===== config.mk =====
export PLATFORM = sky130hd
export DESIGN_NAME = fpga_config_ctrl_flat
export DESIGN_NICKNAME = d
export VERILOG_FILES = /design/src/rtl/fpga_config_ctrl_if.sv /design/src/rtl/fpga_config_ctrl.sv /design/src/flat_wrapper.sv
export SDC_FILE = /design/constraint.sdc
export NUM_CORES = 1
export LEC_CHECK = 0
export CORE_MARGIN = 3
export CORE_UTILIZATION = 45
export CTS_BUF_LIST = sky130_fd_sc_hd__clkbuf_8 sky130_fd_sc_hd__clkbuf_16
export DETAILED_ROUTE_END_ITERATION = 6
export PLACE_DENSITY = 0.75
export RECOVER_POWER = 50
export SLEW_MARGIN = 20
export SYNTH_ARGS = -nofsm -noshare
export SYNTH_HDL_FRONTEND = slang
export SYNTH_SLANG_ARGS = --single-unit

===== constraint.sdc =====
create_clock -name clk -period 2.7 [get_ports clk]
set_clock_uncertainty 0.2 [all_clocks]
set_input_delay 0.27 -clock clk [delete_from_list [all_inputs] [get_ports clk]]
set_output_delay 0.27 -clock clk [all_outputs]
set_load 0.005 [all_outputs]

===== src/rtl/fpga_config_ctrl_if.sv =====
// Bitstream word stream between the word source and the configuration controller.
// A word transfers on a rising edge where word_valid and word_ready are both 1.
interface fpga_config_ctrl_if #(
    parameter int WORD_W = 32
) ();
    logic [WORD_W-1:0] word_in;
    logic              word_valid;
    logic              word_ready;

    modport master (output word_in, output word_valid, input word_ready);
    modport slave  (input word_in, input word_valid, output word_ready);
endinterface


===== src/rtl/fpga_config_ctrl.sv =====
// CRAM configuration loader: takes bitstream words and shifts them LSB-first
// into the fabric configuration chain, then enables the fabric logic.
module fpga_config_ctrl #(
    parameter int WORD_W    = 32,
    parameter int CHAIN_LEN = 2048,
    parameter int TIMEOUT   = 1024
) (
    input  logic                  clk,
    input  logic                  nrst,
    input  logic                  start,
    input  logic                  abort,
    fpga_config_ctrl_if.slave     word_if,
    output logic                  cfg_en,
    output logic                  cfg_bit,
    output logic                  fab_le_en,
    output logic                  busy,
    output logic                  done,
    output logic                  err,
    output logic [2:0]            state_dbg
);

    localparam int CNT_W = $clog2(CHAIN_LEN + 1);
    localparam int BUR_W = $clog2(WORD_W + 1);
    localparam int TMO_W = $clog2(TIMEOUT + 1);

    typedef enum logic [2:0] {
        S_IDLE      = 3'd0,
        S_WAIT_WORD = 3'd1,
        S_SHIFT     = 3'd2,
        S_DONE      = 3'd3,
        S_ERR       = 3'd4
    } state_t;

    state_t             state, state_n;
    logic [WORD_W-1:0]  shreg, shreg_n;
    logic [CNT_W-1:0]   bit_cnt, bit_cnt_n;
    logic [BUR_W-1:0]   burst, burst_n;
    logic [TMO_W-1:0]   tmo, tmo_n;
    logic [31:0]        remain;

    assign state_dbg = state;

    always_comb begin
        state_n   = state;
        shreg_n   = shreg;
        bit_cnt_n = bit_cnt;
        burst_n   = burst;
        tmo_n     = tmo;
        remain    = 32'(CHAIN_LEN) - 32'(bit_cnt);
        case (state)
            S_IDLE, S_DONE, S_ERR: begin
                // abort outranks start even where abort itself is a no-op
                if (start && !abort) begin
                    state_n   = S_WAIT_WORD;
                    bit_cnt_n = '0;
                    tmo_n     = '0;
                end
            end
            S_WAIT_WORD: begin
                if (abort) begin
                    state_n = S_ERR;
                end else if (word_if.word_valid) begin
                    shreg_n = word_if.word_in;
                    burst_n = (remain < 32'(WORD_W)) ? BUR_W'(remain) : BUR_W'(WORD_W);
                    state_n = S_SHIFT;
                end else begin
                    tmo_n = tmo + TMO_W'(1);
                    if (tmo_n == TMO_W'(TIMEOUT)) begin
                        state_n = S_ERR;
                    end
                end
            end
            S_SHIFT: begin
                if (abort) begin
                    state_n = S_ERR;
                end else begin
                    shreg_n   = shreg >> 1;
                    bit_cnt_n = bit_cnt + CNT_W'(1);
                    burst_n   = burst - BUR_W'(1);
                    if (burst == BUR_W'(1)) begin
                        tmo_n   = '0;
                        state_n = (bit_cnt_n < CNT_W'(CHAIN_LEN)) ? S_WAIT_WORD : S_DONE;
                    end
                end
            end
            default: state_n = S_IDLE;
        endcase
    end

    // Outputs are decoded from the next state so they line up with the state they describe.
    always_ff @(posedge clk or negedge nrst) begin
        if (!nrst) begin
            state              <= S_IDLE;
            shreg              <= '0;
            bit_cnt            <= '0;
            burst              <= '0;
            tmo                <= '0;
            cfg_en             <= 1'b0;
            cfg_bit            <= 1'b0;
            word_if.word_ready <= 1'b0;
            busy               <= 1'b0;
            done               <= 1'b0;
            fab_le_en          <= 1'b0;
            err                <= 1'b0;
        end else begin
            state              <= state_n;
            shreg              <= shreg_n;
            bit_cnt            <= bit_cnt_n;
            burst              <= burst_n;
            tmo                <= tmo_n;
            cfg_en             <= (state_n == S_SHIFT);
            cfg_bit            <= (state_n == S_SHIFT) && shreg_n[0];
            word_if.word_ready <= (state_n == S_WAIT_WORD);
            busy               <= (state_n == S_WAIT_WORD) || (state_n == S_SHIFT);
            done               <= (state_n == S_DONE);
            fab_le_en          <= (state_n == S_DONE);
            err                <= (state_n == S_ERR);
        end
    end

endmodule


===== src/flat_wrapper.sv =====
// flat-port wrapper written by rule: the top's interface ports become plain ports
module fpga_config_ctrl_flat 
#(
    parameter int WORD_W    = 32,
    parameter int CHAIN_LEN = 2048,
    parameter int TIMEOUT   = 1024
)
  (clk, nrst, start, abort, cfg_en, cfg_bit, fab_le_en, busy, done, err, state_dbg, word_if_word_in, word_if_word_valid, word_if_word_ready);
  fpga_config_ctrl_if #(.WORD_W(WORD_W)) word_if_i ();
  input  logic clk;
  input  logic nrst;
  input  logic start;
  input  logic abort;
  output logic cfg_en;
  output logic cfg_bit;
  output logic fab_le_en;
  output logic busy;
  output logic done;
  output logic err;
  output logic [2:0] state_dbg;
  input wire logic [$bits(word_if_i.word_in)-1:0] word_if_word_in;
  input wire logic [$bits(word_if_i.word_valid)-1:0] word_if_word_valid;
  output wire logic [$bits(word_if_i.word_ready)-1:0] word_if_word_ready;
  assign word_if_i.word_in = word_if_word_in;
  assign word_if_i.word_valid = word_if_word_valid;
  assign word_if_word_ready = word_if_i.word_ready;
  fpga_config_ctrl #(.WORD_W(WORD_W), .CHAIN_LEN(CHAIN_LEN), .TIMEOUT(TIMEOUT)) u_core (.clk(clk), .nrst(nrst), .start(start), .abort(abort), .word_if(word_if_i), .cfg_en(cfg_en), .cfg_bit(cfg_bit), .fab_le_en(fab_le_en), .busy(busy), .done(done), .err(err), .state_dbg(state_dbg));
endmodule

==> results.txt <==
Clock Tree Root: clkbuf_8
Routed WL per cell: 15.4 µm
Hold Crit Depth: 2
DRC: 0
CTS Buf Count: 9
initial antenna violation count: 0
# rows: 32
failing checks: max-capacitance violations, max-slew violations
Worst R2R Path Depth: 7
pre-CTS setup slack: 430 ps
r2r setup slk: 340 ps
kind of end point of the critical path: register
Cell Int Power: 2.40 mW
Post-CTS Resized: 0
Clock Latency Late Sink: 340 ps
# Post-CTS Setup Buffers: 0
Power Density: 814 nW/µm²
Die Height: 95.7 µm
post-synthesis cell count: 361
Flop pwr share: 0.463
cell family with most CP delay: compound AO/OA/AOI/OAI gates
Initial Util: 0.466
setup TNS: 0 ps
TritonCTS clock tree: yes
final slew viol count: 31
drt initial violations: 269
H-Tree Depth: 3
final critical-path setup slack: 340 ps
Max IR drop VDD: 0.000365 V
status: finished, violations left
Mapped Nets: 403
slew margin rel.: -0.0544
Placer Congestion: 0.888
dpl cell area: 4140 µm²
I/O pin count: 47
post-detailed-routing wire length: 7880 µm
detailed-router iteration count before antenna repair: 7
I/O Buffers: 46
register area share after synthesis: 0.484
Antenna Nets Post-Route: 0
Final Hold Vio Count: 0
Yosys reg bits: 70
antenna fix cells: 0
net switching power: 1.15 mW
commonest non-fill, non-tap cell in the layout: dfrtp_1
layout cells sized above 1: 0.100
Max Fanout on Critical Path: 8
most frequent CP cell: inv_1
Least-Margin Pin Slew: 1580 ps
die footprint: 9160 µm²
Async SR Flop Fraction: 1.00
LEAKAGE: 2.02 nW
crit start category: register
WP data arrival: 2380 ps
hold path start: u_core.shreg[0]$_DFF_PN0_
Vias: 2947
switching share of total power: 0.324
final setup fails: 0
WP buf/inv: 2
Slowest-stage cell, CP: dfrtp_1
Die Width: 95.7 µm
largest net degree at the start of global routing: 32
RSZ-0062 raised after global routing: false
total track usage: 0.187
fin crit share: 0.874
Sink Count: 70
remaining global-route overflow: 0
worst hold path type: register to register
Crit Reg-Reg Endpoint: u_core.burst[5]$_DFFE_PN0P_
Net count, final: 446
commonest non-fill, non-tap cells in the layout: dfrtp_1 (70), inv_1 (44), clkdlybuf4s50_1 (40), a222oi_1 (31), nor2_1 (27)
area of the mapped netlist: 3620 µm²
Req. time, crit path: 2720 ps
Design Area, Final: 4360 µm²
total core area: 7770 µm²
Endpoint, Worst Hold: u_core.shreg[0]$_DFF_PN0_
max_cap viols: 1
Gate power share: 0.283
Clk pwr share: 0.254
dominant synthesized flop cell: dfrtp_1
Post-synth EDFFs: 0
Reg clk slew, reported paths: 70 ps
DP HPWL: 5550 µm
CP Cell Sequence: inv_1 > ha_1 > nand2b_1 > nor4bb_1 > a2bb2oi_1 > inv_1 > a221o_1
Largest stage delay, worst path: 460 ps
Worst R2R Start: u_core.bit_cnt[0]$_DFFE_PN0P_
final worst path period need: 2360 ps
mean number of vias per cell: 5.78
Synth Area per Inst: 10.0 µm²
area delta synth->final: 20.3%
critical path class: register to register
vias in the first global route: 2897
first-pass GRT wire length: 13500 µm
post-synthesis cell type count: 64
yosys warns: 0
CTS Buffer Depth: 2
fmax: 0.424 GHz
[worst register-to-register path: cells and delay by family (launching register included)]
kind            cells  cell delay (ps)
compound gates      2              780
simple gates        2              450
buf+inv             2              170
fa+ha+maj           1              180
flops               1              460
[how the worst max path moves through the flow]
stage                     slack, ps                     startpoint  cells past startpoint                       endpoint
after CTS                       340  u_core.bit_cnt[0]$_DFFE_PN0P_                      7    u_core.burst[5]$_DFFE_PN0P_
after global placement          490                          abort                      6  u_core.bit_cnt[7]$_DFFE_PN0P_
after floorplan                 620  u_core.state_dbg[0]$_DFF_PN0_                      8   u_core.shreg[12]$_DFFE_PN0P_
after global routing             80                           nrst                      3        u_core.cfg_en$_DFF_PN0_
after detailed placement        430  u_core.bit_cnt[0]$_DFFE_PN0P_                      7    u_core.burst[5]$_DFFE_PN0P_
final                           340  u_core.bit_cnt[0]$_DFFE_PN0P_                      7    u_core.burst[5]$_DFFE_PN0P_
[logic make-up after synthesis]
group           Yosys count  share of synthesized area
compound gates          102                      0.230
fa+ha+maj                 5                     0.0173
flops                    70                      0.484
xor+xnor                 12                     0.0290
buf+inv                  70                     0.0871
simple gates            102                      0.153
[cell usage after synthesis, types with 2 or more instances]
cell type / n / area [µm²]
dfrtp_1: 70 / 1750
inv_1: 44 / 165
a222oi_1: 31 / 310
nor2_1: 27 / 101
nand2_1: 20 / 75.1
nand3_1: 15 / 75.1
buf_2: 12 / 60.1
a21oi_1: 11 / 55.1
a31oi_1: 8 / 50.1
clkbuf_1: 7 / 26.3
o21ai_0: 7 / 35.0
o31ai_1: 7 / 52.6
xor2_1: 7 / 61.3
nor3_1: 6 / 30.0
o21ai_1: 6 / 30.0
ha_1: 5 / 62.6
xnor2_1: 5 / 43.8
a221o_1: 4 / 40.0
buf_6: 4 / 45.0
nand2b_1: 4 / 25.0
nand4_1: 4 / 25.0
a311oi_1: 3 / 26.3
and2_1: 3 / 18.8
and3_1: 3 / 18.8
a211o_1: 2 / 17.5
a2bb2oi_1: 2 / 17.5
buf_4: 2 / 15.0
nor2_2: 2 / 12.5
nor4_1: 2 / 12.5
o2111ai_1: 2 / 17.5
o31a_1: 2 / 17.5
or3b_1: 2 / 17.5
[power by group through the flow]
stage / sequential (mW) / combinational [mW] / clock [mW]
floorplan: 1.55 / 0.789 / 0
global placement: 1.64 / 0.986 / 0
detailed placement: 1.65 / 1.01 / 0
CTS: 1.63 / 1.02 / 0.928
global route: 1.69 / 1.15 / 0.969
finish: 1.64 / 1.00 / 0.899
[flip-flops by register name (all words and copies together), names as in the netlist]
signal	cells
u_core.tmo	11
u_core.busy	1
u_core.state_dbg	3
u_core.shreg	32
u_core.bit_cnt	12
u_core.cfg_en	1
u_core.word_if.word_ready	1
u_core.fab_le_en	1
u_core.cfg_bit	1
u_core.err	1
u_core.burst	6
[what timing repair did]
item / in CTS / in global routing
setup endpoints to repair: 0 / 0
hold buffers: 1 / 0
hold endpoints to repair: 28 / 0
[layer usage]
metal  track usage  part of all wire  wire, µm  up-vias
met2         0.299              0.50      3920       68
met5             0                 0         0        -
met1         0.253              0.45      3550     1448
met3        0.0375             0.037       294        8
met4        0.0687             0.014       113        0
li1              -                 -         -     1423
[per-stage QoR]
stage | hold WS (ps) | util | power, mW | cells
4_1_cts | 298 | 0.561 | 3.58 | 510
3_5_place_dp | 140 | 0.533 | 2.66 | 494
6_report | 293 | 0.561 | 3.54 | 510
2_1_floorplan | -226 | - | 2.34 | 361
3_3_place_gp | 139 | 0.533 | 2.62 | 494
5_1_grt | 327 | 0.561 | 3.81 | 510
[area by class of cell]
cell class | count | area, µm²
clock buffer | 9 | 124
clock inverter | 6 | 87.6
fill | 701 | 3410
inverter | 44 | 165
multi-input combinational | 221 | 1550
sequential | 70 | 1750
tap | 102 | 128
timing repair buffer | 58 | 547
Power figures use the tool's default switching activity.
